[src/rtl/filter_pkg.sv]
// Definitions shared by the filter GPU datapath stages: FSM state encoding,
// ALU flag bit positions and the accumulator width rule.
package filter_pkg;

   typedef enum logic [0:0] {
      ST_ACC  = 1'b0,
      ST_HOLD = 1'b1
   } state_e;

   localparam int FLAG_OVF   = 3;
   localparam int FLAG_CARRY = 2;
   localparam int FLAG_ZERO  = 1;
   localparam int FLAG_NEG   = 0;

   // Wide enough to sum ROWS signed N-bit values without wrapping.
   function automatic int acc_w(input int n, input int rows);
      return n + $clog2(rows) + 1;
   endfunction

endpackage

[src/rtl/sat_shift.sv]
// Combinational normalizer: arithmetic right shift of a signed accumulator,
// then clamp to an unsigned OUT_W pixel with a saturation indicator.
module sat_shift #(
   parameter int ACC_W = 21,
   parameter int SHIFT = 4,
   parameter int OUT_W = 8
) (
   input  logic signed [ACC_W-1:0] val_i,
   output logic        [OUT_W-1:0] pixel_o,
   output logic                    sat_o
);

   logic signed [ACC_W-1:0] shifted;

   assign shifted = val_i >>> SHIFT;

   // Assumes ACC_W >= OUT_W + 2, so a sign bit sits above the pixel bits.
   always_comb begin
      pixel_o = shifted[OUT_W-1:0];
      sat_o   = 1'b0;
      if (shifted[ACC_W-1]) begin
         pixel_o = '0;
         sat_o   = 1'b1;
      end else if (|shifted[ACC_W-2:OUT_W]) begin
         pixel_o = '1;
         sat_o   = 1'b1;
      end
   end

endmodule

[src/rtl/vec_row_accumulator.sv]
// Accumulates ROWS signed row sums into one filtered pixel, normalizes and
// saturates it, and hands it to the frame writer with per-frame last marking.
module vec_row_accumulator
   import filter_pkg::*;
#(
   parameter int N      = 18,
   parameter int ROWS   = 3,
   parameter int SHIFT  = 4,
   parameter int OUT_W  = 8,
   parameter int PIXELS = 65536
) (
   input  logic             clk,
   input  logic             rst,
   input  logic             in_valid,
   output logic             in_ready,
   input  logic [N-1:0]     in_sum,
   input  logic [3:0]       in_flags,
   output logic             out_valid,
   input  logic             out_ready,
   output logic [OUT_W-1:0] out_pixel,
   output logic             out_sat,
   output logic             out_ovf,
   output logic             out_last
);

   localparam int ACC_W = acc_w(N, ROWS);
   localparam int RC_W  = (ROWS > 1) ? $clog2(ROWS) : 1;
   localparam int PIX_W = (PIXELS > 1) ? $clog2(PIXELS) : 1;

   // Handshake: a beat moves when in_valid && in_ready, a pixel retires when
   // out_valid && out_ready; both are evaluated on the same rising edge.
   state_e                   state_q, state_d;
   logic signed [ACC_W-1:0]  acc_q, acc_d;
   logic        [RC_W-1:0]   row_cnt_q, row_cnt_d;
   logic        [PIX_W-1:0]  pix_cnt_q, pix_cnt_d;
   logic                     ovf_q, ovf_d;
   logic        [OUT_W-1:0]  pixel_q, pixel_d;
   logic                     sat_q, sat_d;
   logic                     out_ovf_q, out_ovf_d;

   logic signed [ACC_W-1:0]  beat_ext;
   logic signed [ACC_W-1:0]  sum_full;
   logic        [OUT_W-1:0]  norm_pixel;
   logic                     norm_sat;
   logic                     accept, retire, last_beat, ovf_now;
   logic                     unused_flags;

   assign unused_flags = ^in_flags[FLAG_CARRY:FLAG_NEG];
   assign beat_ext     = {{(ACC_W-N){in_sum[N-1]}}, in_sum};
   assign sum_full     = acc_q + beat_ext;

   sat_shift #(
      .ACC_W (ACC_W),
      .SHIFT (SHIFT),
      .OUT_W (OUT_W)
   ) u_sat_shift (
      .val_i   (sum_full),
      .pixel_o (norm_pixel),
      .sat_o   (norm_sat)
   );

   // rst gates in_ready so nothing is accepted during the reset cycle.
   assign in_ready  = ~rst & ((state_q == ST_ACC) | out_ready);
   assign accept    = in_valid & in_ready;
   assign retire    = (state_q == ST_HOLD) & out_ready;
   assign last_beat = accept & (row_cnt_q == RC_W'(ROWS-1));
   assign ovf_now   = ovf_q | in_flags[FLAG_OVF];

   assign out_valid = (state_q == ST_HOLD);
   assign out_pixel = pixel_q;
   assign out_sat   = sat_q;
   assign out_ovf   = out_ovf_q;
   assign out_last  = out_valid & (pix_cnt_q == PIX_W'(PIXELS-1));

   always_comb begin
      state_d   = state_q;
      acc_d     = acc_q;
      row_cnt_d = row_cnt_q;
      pix_cnt_d = pix_cnt_q;
      ovf_d     = ovf_q;
      pixel_d   = pixel_q;
      sat_d     = sat_q;
      out_ovf_d = out_ovf_q;

      if (retire) begin
         pix_cnt_d = (pix_cnt_q == PIX_W'(PIXELS-1)) ? '0 : pix_cnt_q + PIX_W'(1);
         state_d   = ST_ACC;
      end

      if (last_beat) begin
         acc_d     = '0;
         row_cnt_d = '0;
         ovf_d     = 1'b0;
         pixel_d   = norm_pixel;
         sat_d     = norm_sat;
         out_ovf_d = ovf_now;
         state_d   = ST_HOLD;
      end else if (accept) begin
         acc_d     = sum_full;
         row_cnt_d = row_cnt_q + RC_W'(1);
         ovf_d     = ovf_now;
      end
   end

   always_ff @(posedge clk) begin
      if (rst) begin
         state_q   <= ST_ACC;
         acc_q     <= '0;
         row_cnt_q <= '0;
         pix_cnt_q <= '0;
         ovf_q     <= 1'b0;
         pixel_q   <= '0;
         sat_q     <= 1'b0;
         out_ovf_q <= 1'b0;
      end else begin
         state_q   <= state_d;
         acc_q     <= acc_d;
         row_cnt_q <= row_cnt_d;
         pix_cnt_q <= pix_cnt_d;
         ovf_q     <= ovf_d;
         pixel_q   <= pixel_d;
         sat_q     <= sat_d;
         out_ovf_q <= out_ovf_d;
      end
   end

endmodule

[config.mk]
export PLATFORM = sky130hd
export DESIGN_NAME = vec_row_accumulator
export DESIGN_NICKNAME = d
export VERILOG_FILES = /design/src/rtl/filter_pkg.sv /design/src/rtl/sat_shift.sv /design/src/rtl/vec_row_accumulator.sv
export SDC_FILE = /design/constraint.sdc
export NUM_CORES = 1
export LEC_CHECK = 0
export ABC_AREA = 1
export CORE_UTILIZATION = 61
export CTS_CLUSTER_SIZE = 28
export DETAILED_ROUTE_END_ITERATION = 10
export PLACE_DENSITY = 0.85
export SYNTH_ARGS = -nofsm -noshare
export SYNTH_HDL_FRONTEND = slang
export SYNTH_HIERARCHICAL = 1
export SYNTH_SLANG_ARGS = --single-unit
[constraint.sdc]
create_clock -name clk -period 5.8 [get_ports clk]
set_input_delay 0.58 -clock clk [delete_from_list [all_inputs] [get_ports clk]]
set_output_delay 0.58 -clock clk [all_outputs]
set_load 0.01 [all_outputs]
======== Word level (Yosys, flattened, before mapping) ========
Cells that the tools add are included.
storage, ports and cells
  output and inout port bits .............. 13
  register bits ........................... 51
  word-level logic and storage cells ...... 32
operators by class
  $add $sub $neg .......................... 3
  reductions and logical operators ........ 3
  bitwise gates (word level) .............. 9
  multiplexer cells ....................... 7
  equality and inequality tests ........... 2
operators with widths
  kind                                                             number
  21-bit by 18-bit adder with 21-bit output                        1
  16-bit by 1-bit adder with 16-bit output, second input constant  1
  16-bit == test, second input constant                            1
  16-bit 2-to-1 mux                                                1
  8-bit 2-to-1 mux                                                 2
  9-bit OR reduction                                               1
  1-bit AND                                                        5
  1-bit 2-to-1 mux                                                 4
  2-bit by 1-bit adder with 2-bit output, second input constant    1
  2-bit == test, second input constant                             1
  1-bit NOT                                                        2
  1-bit bitwise OR                                                 2
  2-bit nonzero test                                               1
  2-bit OR reduction                                               1

======== Logic depth before layout (Yosys ltp) ========
Gate-level depths: netlist (run 1).
  depth in word-level cells ............... 6
  depth in mapped cells ................... 17

======== Cells and area by module ========
Netlist (run 1), hierarchy kept.
by module, submodules not included
  module               seq. area each (µm²)  cells each  area each (µm²)  times used
  vec_row_accumulator  1021.0                539         3417.0           1
  sat_shift            0.0                   26          116.4            1

======== Worst setup path before layout (run 1) ========
Ideal clock, no wire load.
  path kind ............................... input to register
  start point ............................. in in_sum[0]
  end point ............................... reg pixel_q[2] (netlist: out_pixel[2])
  required time ........................... 5.668 ns
  path buffers ............................ 0
  arrival time ............................ 2.373 ns
  slack ................................... 3.295 ns
  cell stages on the path ................. 16
  library setup time ...................... 0.132 ns
  cells stage by stage .................... ha_1 fa_1 nand3_1 nand3_1 nand2_1 nand3_1 nand2_1 nand2_1 nand2_1 nand2_1 nor2_1 nand2_1 nor2_4 a21oi_1 nand2_1 a21oi_1
on the way
  cells in the longest elaborated chain, start to end .. 4
RTL lines
  what                                       line                        RTL
  start: declaration                         vec_row_accumulator.sv:16   input logic [N-1:0] in_sum,
  21-bit by 18-bit adder with 21-bit output  vec_row_accumulator.sv:50   assign sum_full = acc_q + beat_ext;
  via sum_full[16]                           vec_row_accumulator.sv:42   logic signed [ACC_W-1:0] sum_full;
  9-bit OR reduction                         sat_shift.sv:24             end else if (|shifted[ACC_W-2:OUT_W]) begin
  8-bit 2-to-1 mux                           sat_shift.sv:24
  8-bit 2-to-1 mux                           sat_shift.sv:21             if (shifted[ACC_W-1]) begin
  via norm_pixel[2]                          vec_row_accumulator.sv:43   logic [OUT_W-1:0] norm_pixel;
  end signal: assignment                     vec_row_accumulator.sv:121  pixel_q <= pixel_d;
  end: declaration                           vec_row_accumulator.sv:37   logic [OUT_W-1:0] pixel_q, pixel_d;
The timed path passes the listed nets, and every way through them passes these cells.
A chain may end at the register's enable or synchronous reset.

======== Worst setup path after layout (run 1) ========
  start point ............................. in in_sum[0]
  end point ............................... reg pixel_q[5] (netlist: out_pixel[5])
The elaborated chain is that of the path after synthesis.

==> flow_summary.json, run 1 <==
{
  "status": "finished clean",
  "vias_per_cell": 5.29,
  "worstSetupPathType": "input port to flop",
  "port_buffers": 35,
  "tightest_slew_ns": 0.867,
  "vias": 3547,
  "yosysTopAreaCell": "dfxtp_1",
  "fin_skew_ns": 0.0121,
  "postCtsHoldBufs": 0,
  "rows": 27,
  "wl_mm": 8.27,
  "synth.avg_cell_area_um2": 6.25,
  "n_antenna_cell": 0,
  "root_buffer": "clkbuf_8",
  "die_w_um": 78.1,
  "synth_edf_count": 0,
  "crit_path_start_kind": "input port",
  "min_period_over_period": 0.553,
  "synthDistinctLibCells": 33,
  "slowest_stage": "fa_1",
  "pre_cts_ws_ns": 2.35,
  "worstPathArrival_ns": 3.38,
  "grt_antenna_before_repair": 0,
  "grt_pass1_vias": 3232,
  "ys_seq_area_frac": 0.289,
  "nets": 646,
  "cts_sinks": 51,
  "htree_levels": 2,
  "finalPower_uw": 863,
  "switchingPower_uw": 276,
  "final_cell_mix": "179 x nand2_1, 94 x inv_1, 51 x dfxtp_1",
  "grt_first_pass_wirelength_mm": 14.1,
  "synth_area_um2": 3530,
  "r2r_start": "acc_q[0]",
  "crit_path_frequent_cell": "nand2_1",
  "wl_per_cell_um": 12.3,
  "power_frac_clock": 0.317,
  "grtUsageTotal": 0.288,
  "ys_ff_latch": 51,
  "worstHoldPathType": "flop to flop",
  "nFillCells": 489,
  "grt_setup_unrepaired": "false",
  "synthArstFlopShare": 0,
  "netSwitchingFraction": 0.319,
  "cp.required_ns": 5.98,
  "placed_area_um2": 3920,
  "areaGrowthSynthToFinish_pct": 14.4,
  "crit_path_cell_trace": "clkdlybuf4s50_1, ha_1, fa_1, nand3_1, nand3_1, nand2_1, nand3_1, nand2_1, nand2_1, nand2_1, nand2_1, nor2_1, nand2_1, nor2_4, a21oi_1, nand2_1, a21oi_1",
  "cap_viol_max_count": 0,
  "p_int_uw": 588,
  "dp_hpwl_mm": 6.33,
  "netlist.area_leader.share": 0.289,
  "yosysWarningCount": 6,
  "critPathCaptureType": "flop",
  "final_area_um2": 4040,
  "ys_top_cells_by_area": "dfxtp_1 29%, nand2_1 19%, inv_1 10%",
  "drive_gt1_frac": 0.0452,
  "synthCells": 565,
  "seqPwrFrac": 0.429,
  "synth_top_flop_cell": "dfxtp_1",
  "cts_buffers": 5,
  "worst_slack_ns": 2.59,
  "drtIter0Drc": 252,
  "synth_nets": 614,
  "cellPowerDensity_nw_per_um2": 213,
  "routabilityCongestion": 0.933,
  "post_cts_buffers": 0,
  "fmax_ghz": 0.312,
  "worstSkewPairLatency_ns": 0.32,
  "core_area_um2": 5540,
  "cp_max_fo": 9,
  "drc": 0,
  "design.portCount": 39,
  "slew_viol_final": 0,
  "grt_max_degree": 21,
  "slew_headroom": 0.421,
  "final_hold_viol_count": 0,
  "final.setup.tns_ns": 0,
  "setup_viol": 0,
  "crit_start": "in_sum[0]",
  "dieHeight_um": 78.1,
  "ant_nets": 0,
  "max-vdd-ir-drop_uv": 150,
  "holdCritStartpoint": "pix_cnt_q[13]",
  "start_util": 0.638,
  "leakagePower_uw": 0.00205,
  "cpPeakStageDelay_ns": 0.47,
  "cts.clk_slew.worst_paths_ns": 0.11,
  "clk_path_buf_depth": 2,
  "ctsResizeCount": 0,
  "final_common_cell": "nand2_1",
  "firstDrtPassIters": 5,
  "die_area_um2": 6100,
  "grt_overflow": 0,
  "cts_tree": "yes",
  "comb_power_share": 0.254,
  "fin_crit_ns": 3.21
}
## Yosys cell counts, types with 2 or more instances
cell	n
and2_1	2
ha_1	22
nand2_1	179
a21oi_1	41
inv_1	94
o21a_1	14
nor2_1	41
xor2_1	11
nor3_1	9
xnor2_1	2
nand4_1	4
buf_2	8
dfxtp_1	51
inv_2	4
nor2_2	5
o21bai_1	6
nand3_1	38
clkbuf_1	2
o21ai_1	8
nand2_2	4
o21ai_0	8
## state kept, by name, summed over array words and instances, names as in the netlist
signal	flops
ovf_q	1
acc_q	21
out_pixel	8
pix_cnt_q	16
out_valid	1
row_cnt_q	2
out_sat	1
out_ovf	1
## layer usage
layer	global-route usage	vias up	wire length, µm	part of all wire
li1	-	1831	-	-
met1	0.376	1601	3870	0.47
met2	0.485	97	3810	0.46
met3	0.0360	18	370	0.045
met4	0.102	0	220	0.027
met5	0	-	0	0
## path summary, 6_finish.rpt
| check | to | slack [ns] | cells after the start |
|---|---|---|---|
| worst max-delay path | out_pixel[5] | 2.59 | 17 |
| worst min-delay path | pix_cnt_q[13] | 0.46 | 2 |
| worst max register to register | out_pixel[5] | 2.98 | 16 |
| worst min register to register | pix_cnt_q[13] | 0.46 | 2 |
## stage by stage
step           utilization  hold slack, ns  cells
2_1_floorplan            -           0.423    565
4_1_cts              0.730           0.464    670
3_5_place_dp         0.708           0.448    662
3_3_place_gp         0.708           0.435    662
6_report             0.730           0.462    670
5_1_grt              0.730           0.484    670
## logic make-up (layout without fill, tap and decap cells)
family                   count (synthesis)  after routing  share of synthesized area
flip-flops                              51             51                      0.289
adder cells (fa/ha/maj)                 23             23                     0.0836
buffers and inverters                  110            143                      0.122
XOR/XNOR                                13             13                     0.0322
AO/OA/AOI/OAI                           81             81                      0.131
AND/OR/NAND/NOR                        287            287                      0.342
## area by class of cell
class | instances | area (µm²) | share of cell area
inverters | 99 | 372 | 0.0919
well taps | 72 | 90.1 | 0.0223
multi-input cells | 404 | 2080 | 0.515
clock inverters | 2 | 38.8 | 0.00959
clock buffers | 6 | 82.6 | 0.0204
flip-flops and latches | 51 | 1020 | 0.252
repair buffers | 36 | 358 | 0.0885
## critical path: cells and delay by family
family	cells	cell delay, ns
AND/OR/NAND/NOR	12	1.49
adder cells (fa/ha/maj)	2	0.73
buffers and inverters	1	0.41
AO/OA/AOI/OAI	2	0.18
## power groups by stage
stage,Combinational (µW),Sequential (µW),Clock (µW)
2_1_floorplan,162,376,0
3_3_place_gp,210,377,0
3_5_place_dp,214,378,0
4_1_cts,216,370,275
5_1_grt,248,372,287
6_report,220,370,274
Note: power is estimated with default switching activity, not from simulation.
==> run 2, diff against run 1 <==
--- a/config.mk
+++ b/config.mk
@@ -6,10 +6,10 @@
 export NUM_CORES = 1
 export LEC_CHECK = 0
 export ABC_AREA = 1
-export CORE_UTILIZATION = 61
+export CORE_UTILIZATION = 52
 export CTS_CLUSTER_SIZE = 28
 export DETAILED_ROUTE_END_ITERATION = 10
-export PLACE_DENSITY = 0.85
+export PLACE_DENSITY = 0.77
 export SYNTH_ARGS = -nofsm -noshare
 export SYNTH_HDL_FRONTEND = slang
 export SYNTH_HIERARCHICAL = 1
==> constraint.sdc (replaced) <==
create_clock -name clk -period 2.78 [get_ports clk]
set_input_delay 0.278 -clock clk [delete_from_list [all_inputs] [get_ports clk]]
set_output_delay 0.278 -clock clk [all_outputs]
set_load 0.01 [all_outputs]
==> flow_summary.json, run 2 (synthesis results as in run 1) <==
{
  "pre_cts_ws_ns": -0.0744,
  "grt_first_pass_wirelength_mm": 14.4,
  "drtIter0Drc": 112,
  "dp_hpwl_mm": 6.48,
  "wl_mm": 8.35,
  "drc": 0,
  "postCtsHoldBufs": 0,
  "cp.required_ns": 2.98,
  "largest_reg_flops": 21,
  "cts_tree": "yes",
  "die_area_um2": 7130,
  "die_w_um": 84.4,
  "finalPower_uw": 1720,
  "worst_slack_ns": 0.219,
  "netSwitchingFraction": 0.327,
  "p_int_uw": 1160,
  "top_register": "acc_q",
  "placed_area_um2": 4060,
  "dpl.cell_count": 685,
  "final_common_cell": "nand2_1",
  "utilization": 0.643,
  "cts_sinks": 51,
  "finalNonFillerCells": 692,
  "worstPathArrival_ns": 2.76,
  "clk_path_buf_depth": 2,
  "nets": 664,
  "vias": 3471,
  "grt_overflow": 0,
  "worstSetupPathType": "input port to flop",
  "start_util": 0.547,
  "cp_max_fo": 9,
  "max-vdd-ir-drop_uv": 286,
  "cap_viol_max_count": 0,
  "grt_max_degree": 34,
  "final_area_um2": 4160,
  "min_period_over_period": 0.921,
  "ctsResizeCount": 0,
  "root_buffer": "clkbuf_8",
  "fmax_ghz": 0.390,
  "power_frac_clock": 0.267,
  "grtUsageTotal": 0.249,
  "setup_viol": 0,
  "post_cts_buffers": 0,
  "switchingPower_uw": 562,
  "final_hold_viol_count": 0,
  "rows": 29,
  "crit_path_start_kind": "input port",
  "status": "finished clean",
  "leakagePower_uw": 0.00212,
  "grt_antenna_before_repair": 0,
  "grt_pass1_vias": 3346,
  "design.portCount": 39,
  "comb_power_share": 0.284,
  "worstHoldPathType": "flop to flop",
  "slew_viol_final": 0,
  "firstDrtPassIters": 4,
  "n_antenna_cell": 0,
  "grt_setup_unrepaired": "false",
  "port_buffers": 35,
  "ant_nets": 0,
  "vias_per_cell": 5.02,
  "critPathCaptureType": "flop",
  "final_cell_mix": "179 x nand2_1, 94 x inv_1, 51 x dfxtp_1",
  "cellPowerDensity_nw_per_um2": 413,
  "htree_levels": 2,
  "cts.clk_slew.worst_paths_ns": 0.09,
  "fin_crit_ns": 2.56,
  "routabilityCongestion": 0.932,
  "core_area_um2": 6460,
  "cts_buffers": 5,
  "areaGrowthSynthToFinish_pct": 17.6,
  "drive_gt1_frac": 0.0715,
  "tightest_slew_ns": 0.484,
  "seqPwrFrac": 0.449,
  "dieHeight_um": 84.4,
  "worstSkewPairLatency_ns": 0.31,
  "slew_headroom": 0.677,
  "wl_per_cell_um": 12.1,
  "fin_skew_ns": 0.00762
}
-- run 2: changes by cell type in the layout (fill, tap and decap cells not counted) --
| cell | previous run | this run |
|---|---|---|
| buf_4 | 1 | 19 |
| bufinv_16 | 1 | 0 |
-- run 2: metal layers --
metal  wire, µm  vias up  share of wire  track usage
li1           -     1868              -            -
met2       3800       64           0.46        0.425
met3        374        6          0.045       0.0334
met5          0        -              0            0
met4         98        0          0.012       0.0678
met1       4070     1533           0.49        0.333
-- run 2: worst paths after layout --
path	start	to	slack, ns	cells past startpoint
max	in_sum[0]	out_pixel[6]	0.22	17
min	pix_cnt_q[13]	pix_cnt_q[13]	0.45	2
max reg2reg	acc_q[0]	out_pixel[6]	0.29	16
min reg2reg	pix_cnt_q[13]	pix_cnt_q[13]	0.45	2
-- run 2: layout make-up --
class / count / area [µm²]
clock buffer: 6 / 82.6
fill: 625 / 2300
inverter: 99 / 372
clock inverter: 1 / 8.76
multi-input combinational: 404 / 2080
timing repair buffer: 54 / 493
tap: 77 / 96.3
sequential: 51 / 1020
-- run 2: metrics by stage --
stage	TNS [ns]	hold WS (ns)
after global placement	-0.386	0.433
after global routing	0	0.484
final	0	0.453
after CTS	0	0.458
after floorplan	0	0.417
after detailed placement	-0.450	0.444
-- run 2: critical path, stage by stage --
cell	delay, ns
clkdlybuf4s50_1	0.40
ha_1	0.22
fa_1	0.42
nand3_1	0.11
nand3_1	0.14
nand2_1	0.10
nand3_1	0.11
nand2_1	0.11
nand2_1	0.06
nand2_1	0.07
nand2_1	0.05
nor2_1	0.07
nand2_1	0.10
nor2_4	0.25
a21oi_1	0.12
nand2_1	0.09
a21oi_1	0.06
-- run 2: power groups by stage --
stage	clock (µW)	sequential (µW)	combinational (µW)
after floorplan	0	785	337
after global placement	0	786	474
after CTS	478	771	484
after global routing	501	775	555
final	459	771	488
after detailed placement	0	789	481
